[config.mk]
export PLATFORM = sky130hd
export DESIGN_NAME = drum_word_reader
export DESIGN_NICKNAME = d
export VERILOG_FILES = /design/src/rtl/g15_pkg.sv /design/src/rtl/word_deser.sv /design/src/rtl/drum_word_reader.sv
export SDC_FILE = /design/constraint.sdc
export NUM_CORES = 1
export LEC_CHECK = 0
export ABC_AREA = 1
export CORE_MARGIN = 2
export CORE_UTILIZATION = 35
export CTS_BUF_LIST = sky130_fd_sc_hd__clkbuf_8
export DETAILED_ROUTE_END_ITERATION = 10
export PLACE_DENSITY_LB_ADDON = 0.08
export SETUP_SLACK_MARGIN = 0.2
export SLEW_MARGIN = 15
export SYNTH_ARGS = -nofsm -noshare
export SYNTH_HDL_FRONTEND = slang
export SYNTH_SLANG_ARGS = --single-unit
[constraint.sdc]
create_clock -name CLOCK -period 2.3 [get_ports CLOCK]
set_input_delay 0.345 -clock CLOCK [delete_from_list [all_inputs] [get_ports CLOCK]]
set_output_delay 0.345 -clock CLOCK [all_outputs]
set_load 0.05 [all_outputs]
[src/rtl/g15_pkg.sv]
// Shared constants and types for the G-15 drum read path.
package g15_pkg;

    localparam int WORD_BITS      = 29;
    localparam int WORDS_PER_LINE = 108;
    localparam int NUM_LINES      = 7;
    localparam int TIMEOUT_WORDS  = 216;

    typedef logic [WORD_BITS-1:0] drum_word_t;
    typedef logic [4:0]           bit_count_t;
    typedef logic [7:0]           timeout_count_t;

    typedef enum logic [1:0] {
        IDLE,
        WAIT,
        SHIFT,
        RESP
    } rd_state_t;

    // True when a (line, word) request addresses a word that exists on the drum.
    function automatic logic req_in_range(input logic [2:0] line, input logic [6:0] word);
        return (32'(line) < NUM_LINES) && (32'(word) < WORDS_PER_LINE);
    endfunction

endpackage

[src/rtl/word_deser.sv]
// Serial-in / parallel-out register for one drum word. Bit 0 is the first
// bit off the drum. The final bit is not stored: it is merged combinationally
// into word so the caller can register the complete word on the same edge
// that the last bit arrives.
module word_deser
    import g15_pkg::*;
(
    input  logic       clk,
    input  logic       rst_n,
    input  logic       load,
    input  logic       shift,
    input  logic       bit_in,
    output drum_word_t word,
    output logic       done
);

    logic [WORD_BITS-2:0] data_q;
    bit_count_t           count_q;

    // Bit 0 restarts the word; each following shift fills the next position.
    always_ff @(posedge clk or negedge rst_n) begin
        // NOTE: sequential state uses non-blocking assignments so every register samples pre-edge values.
        if (!rst_n) begin
            data_q  <= '0;
            count_q <= '0;
        end else if (load) begin
            data_q    <= '0;
            data_q[0] <= bit_in;
            count_q   <= 5'd1;
        end else if (shift) begin
            if (count_q < 5'(WORD_BITS - 1)) begin
                data_q[count_q] <= bit_in;
            end
            if (count_q < 5'(WORD_BITS)) begin
                count_q <= count_q + 5'd1;
            end
        end
    end

    assign done = shift && (count_q == 5'(WORD_BITS - 1));
    assign word = {bit_in, data_q};

endmodule

[src/rtl/drum_word_reader.sv]
// Host-side reader for drum lines M0..M6: waits for the requested word to
// reach the read head, deserialises it and returns it on a valid/ready channel.
module drum_word_reader
    import g15_pkg::*;
(
    input  logic             CLOCK,
    input  logic             rst_n,
    input  logic [6:0]       M_LINES,
    input  logic             WORD_START,
    input  logic [6:0]       WORD_NUM,
    input  logic             req_valid,
    output logic             req_ready,
    input  logic [2:0]       req_line,
    input  logic [6:0]       req_word,
    output logic             rsp_valid,
    input  logic             rsp_ready,
    output drum_word_t       rsp_data,
    output logic             rsp_err
);

    rd_state_t      state_q;
    logic [2:0]     line_q;
    logic [6:0]     word_q;
    timeout_count_t timeout_q;

    logic       head_bit;
    logic       target_hit;
    logic       deser_done;
    drum_word_t deser_word;

    assign head_bit   = M_LINES[line_q];
    assign target_hit = (state_q == WAIT) && WORD_START && (WORD_NUM == word_q);

    word_deser u_deser (
        .clk    (CLOCK),
        .rst_n  (rst_n),
        .load   (target_hit),
        .shift  (state_q == SHIFT),
        .bit_in (head_bit),
        .word   (deser_word),
        .done   (deser_done)
    );

    // Request/response FSM with registered handshake outputs.
    always_ff @(posedge CLOCK or negedge rst_n) begin
        if (!rst_n) begin
            state_q   <= IDLE;
            line_q    <= '0;
            word_q    <= '0;
            timeout_q <= '0;
            req_ready <= 1'b1;
            rsp_valid <= 1'b0;
            rsp_data  <= '0;
            rsp_err   <= 1'b0;
        end else begin
            case (state_q)
                IDLE: begin
                    if (req_valid && req_ready) begin
                        line_q    <= req_line;
                        word_q    <= req_word;
                        req_ready <= 1'b0;
                        if (req_in_range(req_line, req_word)) begin
                            state_q   <= WAIT;
                            timeout_q <= '0;
                        end else begin
                            state_q   <= RESP;
                            rsp_valid <= 1'b1;
                            rsp_err   <= 1'b1;
                            rsp_data  <= '0;
                        end
                    end
                end
                WAIT: begin
                    if (target_hit) begin
                        state_q <= SHIFT;
                    end else if (WORD_START) begin
                        // The target never showed up within two revolutions.
                        if (timeout_q == 8'(TIMEOUT_WORDS - 1)) begin
                            state_q   <= RESP;
                            rsp_valid <= 1'b1;
                            rsp_err   <= 1'b1;
                            rsp_data  <= '0;
                        end
                        if (timeout_q != 8'hFF) begin
                            timeout_q <= timeout_q + 8'd1;
                        end
                    end
                end
                SHIFT: begin
                    if (deser_done) begin
                        state_q   <= RESP;
                        rsp_valid <= 1'b1;
                        rsp_err   <= 1'b0;
                        rsp_data  <= deser_word;
                    end
                end
                RESP: begin
                    if (rsp_ready) begin
                        state_q   <= IDLE;
                        rsp_valid <= 1'b0;
                        rsp_err   <= 1'b0;
                        rsp_data  <= '0;
                        req_ready <= 1'b1;
                    end
                end
                default: begin
                    state_q <= IDLE;
                end
            endcase
        end
    end

endmodule

# == After elaboration in Yosys (flattened, before gate mapping) ==
# Index checks and enable logic that the tools add are counted.
# word_totals
regBits,85
in_bits,29
out_inout_bits,32
elab_cells,102
# op_classes
addsub,2
order_cmp,7
n_eq_ne,18
n_mux,46
reduce_logical,19
# ops
operator,n
$mux 29,7
$pmux 29 s4,1
$mux 28,3
$mux 8,5
$bwmux 28,1
$pmux 8 s2,1
$mux 5,3
$mux 2,7
$ne 2x2->1 const B,7
$mux 1,12
$lt 5x5->1 const B,2
$reduce_bool 2->1,5
$add 8x1->8 const B,1
$eq 8x8->1 const B,1
$ne 8x8->1 const B,1
$pmux 1 s4,2
$pmux 2 s4,1
$eq 7x7->1,1
$lt 7x7->1 const B,1
$reduce_and 7->1,1
$logic_and 1x1->1,6
$lt 5x6->1 const B,1
$reduce_and 2->1,3
$reduce_and 6->1,1
other kinds (16),18

# == Depth between registers and ports, before layout ==
# logic_depth
word_depth,8
depth_mapped,14
ltp_nobuf,13

# == Hierarchy ==
# A second synthesis with hierarchy kept.
# unflattened
cells_unflattened,667
area_unflattened_um2,4833.4
# modules_own_cells
mod,n_inst,cells_each,area_per_inst_um2,seq_area_each_um2
drum_word_reader,1,421,2984.1,1302.5
word_deser,1,246,1849.3,825.8

# == Worst setup path before layout ==
# OpenSTA, ideal clock, no wires.
# synth_timing
path_kind,register to register
from,register req_ready
to,register rsp_data[0]
arrival_time_ns,1.566
required_ns,2.181
slack_ns,0.615
stages_incl_launch_ff,11
synth_period_minus_slack_ns,1.685
path_cell_list,dfstp_2 > nand2_1 > nand2_1 > nand2_1 > inv_1 > nand3_4 > nor2_8 > nand3_4 > buf_6 > nand2_1 > nand2_1
# synth_via
elab_chain_len,3
# synth_lines
element,line_no,rtl
"start, declared",drum_word_reader.sv:12,"output logic req_ready,"
"start signal, assigned",drum_word_reader.sv:51,req_ready <= 1'b1;
"start signal, assigned",drum_word_reader.sv:61,req_ready <= 1'b0;
"start signal, assigned",drum_word_reader.sv:103,req_ready <= 1'b1;
$logic_and 1x1->1,drum_word_reader.sv:58,if (req_valid && req_ready) begin
$ne 2x2->1 (no line),--,
$reduce_and 7->1 (no line),--,
"end signal, assigned",drum_word_reader.sv:94,rsp_data <= deser_word;
"end, declared",drum_word_reader.sv:17,"output drum_word_t rsp_data,"
# No other way between the ends.
# A chain may end at the register's enable or synchronous reset.

# == Worst setup path after layout ==
# layout_timing
from,register state_q[1]
to,register timeout_q[2]
# layout_via
elab_chain_len,5
# layout_lines
element,line_no,rtl
"start, declared",drum_word_reader.sv:21,rd_state_t state_q;
"start signal, assigned",drum_word_reader.sv:47,state_q <= IDLE;
"start signal, assigned",drum_word_reader.sv:63,state_q <= WAIT;
"start signal, assigned",drum_word_reader.sv:66,state_q <= RESP;
$eq 2x1->1,"drum_word_reader.sv:32, drum_word_reader.sv:56",
$logic_and 1x1->1 (2 in a row),drum_word_reader.sv:32,assign target_hit = (state_q == WAIT) && WORD_START && (WORD_NUM == word_q);
$ne 2x2->1 (no line),--,
$reduce_and 6->1 (no line),--,
"end signal, assigned",drum_word_reader.sv:85,timeout_q <= timeout_q + 8'd1;
"end, declared",drum_word_reader.sv:24,timeout_count_t timeout_q;
# Parallel ways exist; a longest one is shown, timed or not.

==> run_results.csv <==
group,metric,value,unit
outcome,status,"completed",
timing,tns,0,ns
critical_path,cp-end-kind,"flip-flop",
drt,drt_iter0_markers,216,
drt,postRouteAntennaNets,0,
synth,synth_top_area_share,43.4,%
critical_path,critPathArrivalTime,2.32,ns
timing,slew_violations,0,
cells_and_area,final_area,5990,sq um
synth,synthArstFlopShare,100,%
placed_design,post-dp-hpwl,7920,microns
floorplan,die_y,122,microns
timing,timing.final.ws_setup,0.289,ns
timing,rsz0062_at_grt,"yes",
synth,synth_nets,688,
grt,grt_max_degree,46,
critical_path,worstPathRequired,2.61,ns
critical_path,reg2regPathDepth,10,
critical_path,critical_path_class,"reg2reg",
cells_and_area,nets,760,
critical_path,start_kind,"flip-flop",
timing,finClkSkew,0.0111,ns
critical_path,rrSetupSlack,0.29,ns
power,ir_drop,0.000203,V
placed_design,dp_slack,-0.148,ns
synth,synth_top_cell_by_area,"dfrtp_1",
run,cap_violations,0,
cells_and_area,drive_gt1_share,13.1,%
synth,synth_area_leaders,"dfrtp_1, nand2_1, inv_1",
worst_hold_path,hold_path_class,"in2async",
drt,drc_errors,0,
synth,synthDistinctLibCells,29,
synth,syn_inst,649,
placed_design,dpl-instance-area,5660,sq um
clocking,cts_tree,"built",
clocking,htree_levels,3,
timing,tightestPinTransition,0.677,ns
synth,synth_ff_type,"dfrtp_1",
grt,grtUsageTotal,16.7,%
clocking,cts_num_sinks,85,
timing,slew_headroom,54.8,%
timing,clock.fmax,497,MHz
drt,post_drt_wl_per_cell,13.3,microns
timing,fin_crit_sh,87.4,%
cells_and_area,diodes,0,
cells_and_area,instances_no_fill,906,
clocking,clk_pin_slew,0.09,ns
timing,period_needed,2.01,ns
floorplan,core,13700,sq um
grt,grt_overflow,0,
critical_path,timing.rr.end,"timeout_q[2]",
synth,synth_edf_count,0,
timing,worst_hold_slack,0.417,ns
floorplan,dieArea,14800,sq um
drt,vias,4168,
critical_path,worstPathMaxFanout,8,
drt,drt_first_pass_iters,4,
floorplan,rows,43,
cells_and_area,area_delta_synth_final,23.5,%
floorplan,io_pins,61,
critical_path,reg2reg_from,"state_q[1]",
synth,netlist_area,4850,sq um
grt,grt_pass1_vias,4099,
synth,synth_common_cells,"nand2_1, inv_1, dfrtp_1, nor2_1, a21oi_1",
clocking,root_buffer,"clkbuf_8",
power,powerDensity,462,nW/um^2
synth,yosysMostFrequentCell,"nand2_1",
placed_design,portBuffers,60,
synth,synth-seq-area-share,43.9,%
floorplan,start_util,35.3,%
synth,synth_area_per_cell,7.47,sq um
timing,setup_viol,0,
synth,yosys_warnings,0,
grt,antenna_found_initial,0,
placed_design,dp_cells,883,
timing,timing_hold_violations_final,0,
floorplan,chipWidth,122,microns
clocking,clock_latency,0.37,ns
grt,grt_pass1_wl,19400,microns
synth,ys_ff_latch,85,
power,leakage,3.24,nW
clocking,cts_buffers,9,
drt,wl,12000,microns
placed_design,globalplace.congestion,0.787,
clocking,clk_path_buf_depth,2,
drt,vias_per_cell,4.60,
==> worst max-delay path: stages, from the launching register on <==
cell and delay (ns):
dfrtp_1 0.44, inv_2 0.11, ha_2 0.19, nand2_2 0.07, a21oi_1 0.12, nand2_1 0.07, nor2_1 0.08, nand2_1 0.30
nand3_1 0.42, nand2_1 0.09, nand2_1 0.07
==> report_power, final <==
part           total, mW  internal (mW)  switching, mW
Clock               1.12          0.539          0.578
Combinational      0.160         0.0659         0.0944
Sequential          1.49           1.49              0
==> metrics by stage <==
step                      power, mW  util, %
after floorplan                1.58        -
after global placement         1.67     41.3
after detailed placement       1.68     41.3
after CTS                      2.84     42.9
after global routing           2.90     43.7
final                          2.77     43.7
==> cells by family (layout without fill, tap and decap cells) <==
logic type	after synthesis	count (layout)	synth area share, %
AOI/OAI and AO/OA	71	71	7.51
adders and majority gates	10	10	2.58
and+or+nand+nor	349	352	33.3
buffers and inverters	126	200	11.2
DFF	85	85	43.9
xor gates and xnor gates	7	7	1.26
muxes	1	1	0.232
==> layout by cell type (no fill, tap or decap), types with 3 or more instances in the layout <==
master / instances
dfrtp_1: 83
nand3_2: 30
nand3_4: 4
inv_2: 5
a21oi_1: 35
nor2_1: 62
xor2_1: 6
o21ai_0: 33
nand3_1: 27
ha_1: 6
nor3_1: 4
nand2_1: 208
buf_4: 14
nor2_4: 4
buf_12: 3
nand2_2: 5
nor2_2: 4
clkbuf_8: 10
clkdlybuf4s50_1: 58
inv_1: 101
ha_2: 4
==> timing repair <==
action                                  4_1_cts  5_1_grt
pin swaps                                     1        3
endpoints found under the setup margin       32       45
hold endpoints to repair                     17        0
gates resized for setup                       3       14
hold buffers                                  1        0
gates cloned                                  1        2
buffers inserted                              0        3
==> flip-flops by register name, summed over array words and instances (netlist names) <==
name and cells:
rsp_data 29, u_deser.data_q 28, timeout_q 8, word_q 7, u_deser.count_q 5, line_q 3
state_q 2, req_ready 1, rsp_err 1, rsp_valid 1
==> area by class of cell <==
class,instances,area (sq um)
timing repair buffer,78,776
multi-input combinational,441,2250
clock inverter,6,71.3
fill,1442,7730
tap,180,225
sequential,85,2130
inverter,106,398
clock buffer,10,138
==> routing by layer <==
metal | vias up | routed length (microns) | global-route usage, %
met1 | 1956 | 5490 | 20.7
met5 | - | 0 | 0
met3 | 13 | 377 | 2.90
li1 | 2139 | - | -
met2 | 60 | 5980 | 29.0
met4 | 0 | 168 | 6.32
==> worst max path at each step <==
stage	start	end	slack [ns]	cells past startpoint
2_1_floorplan	req_ready	rsp_data[0]	0.62	10
3_3_place_gp	WORD_NUM[5]	rsp_data[6]	-0.04	10
3_5_place_dp	WORD_NUM[5]	rsp_data[6]	-0.15	9
4_1_cts	state_q[1]	rsp_data[5]	0.19	11
5_1_grt	state_q[1]	timeout_q[2]	0.11	10
6_report	state_q[1]	timeout_q[2]	0.29	10
Note: power is estimated with default switching activity, not from simulation.
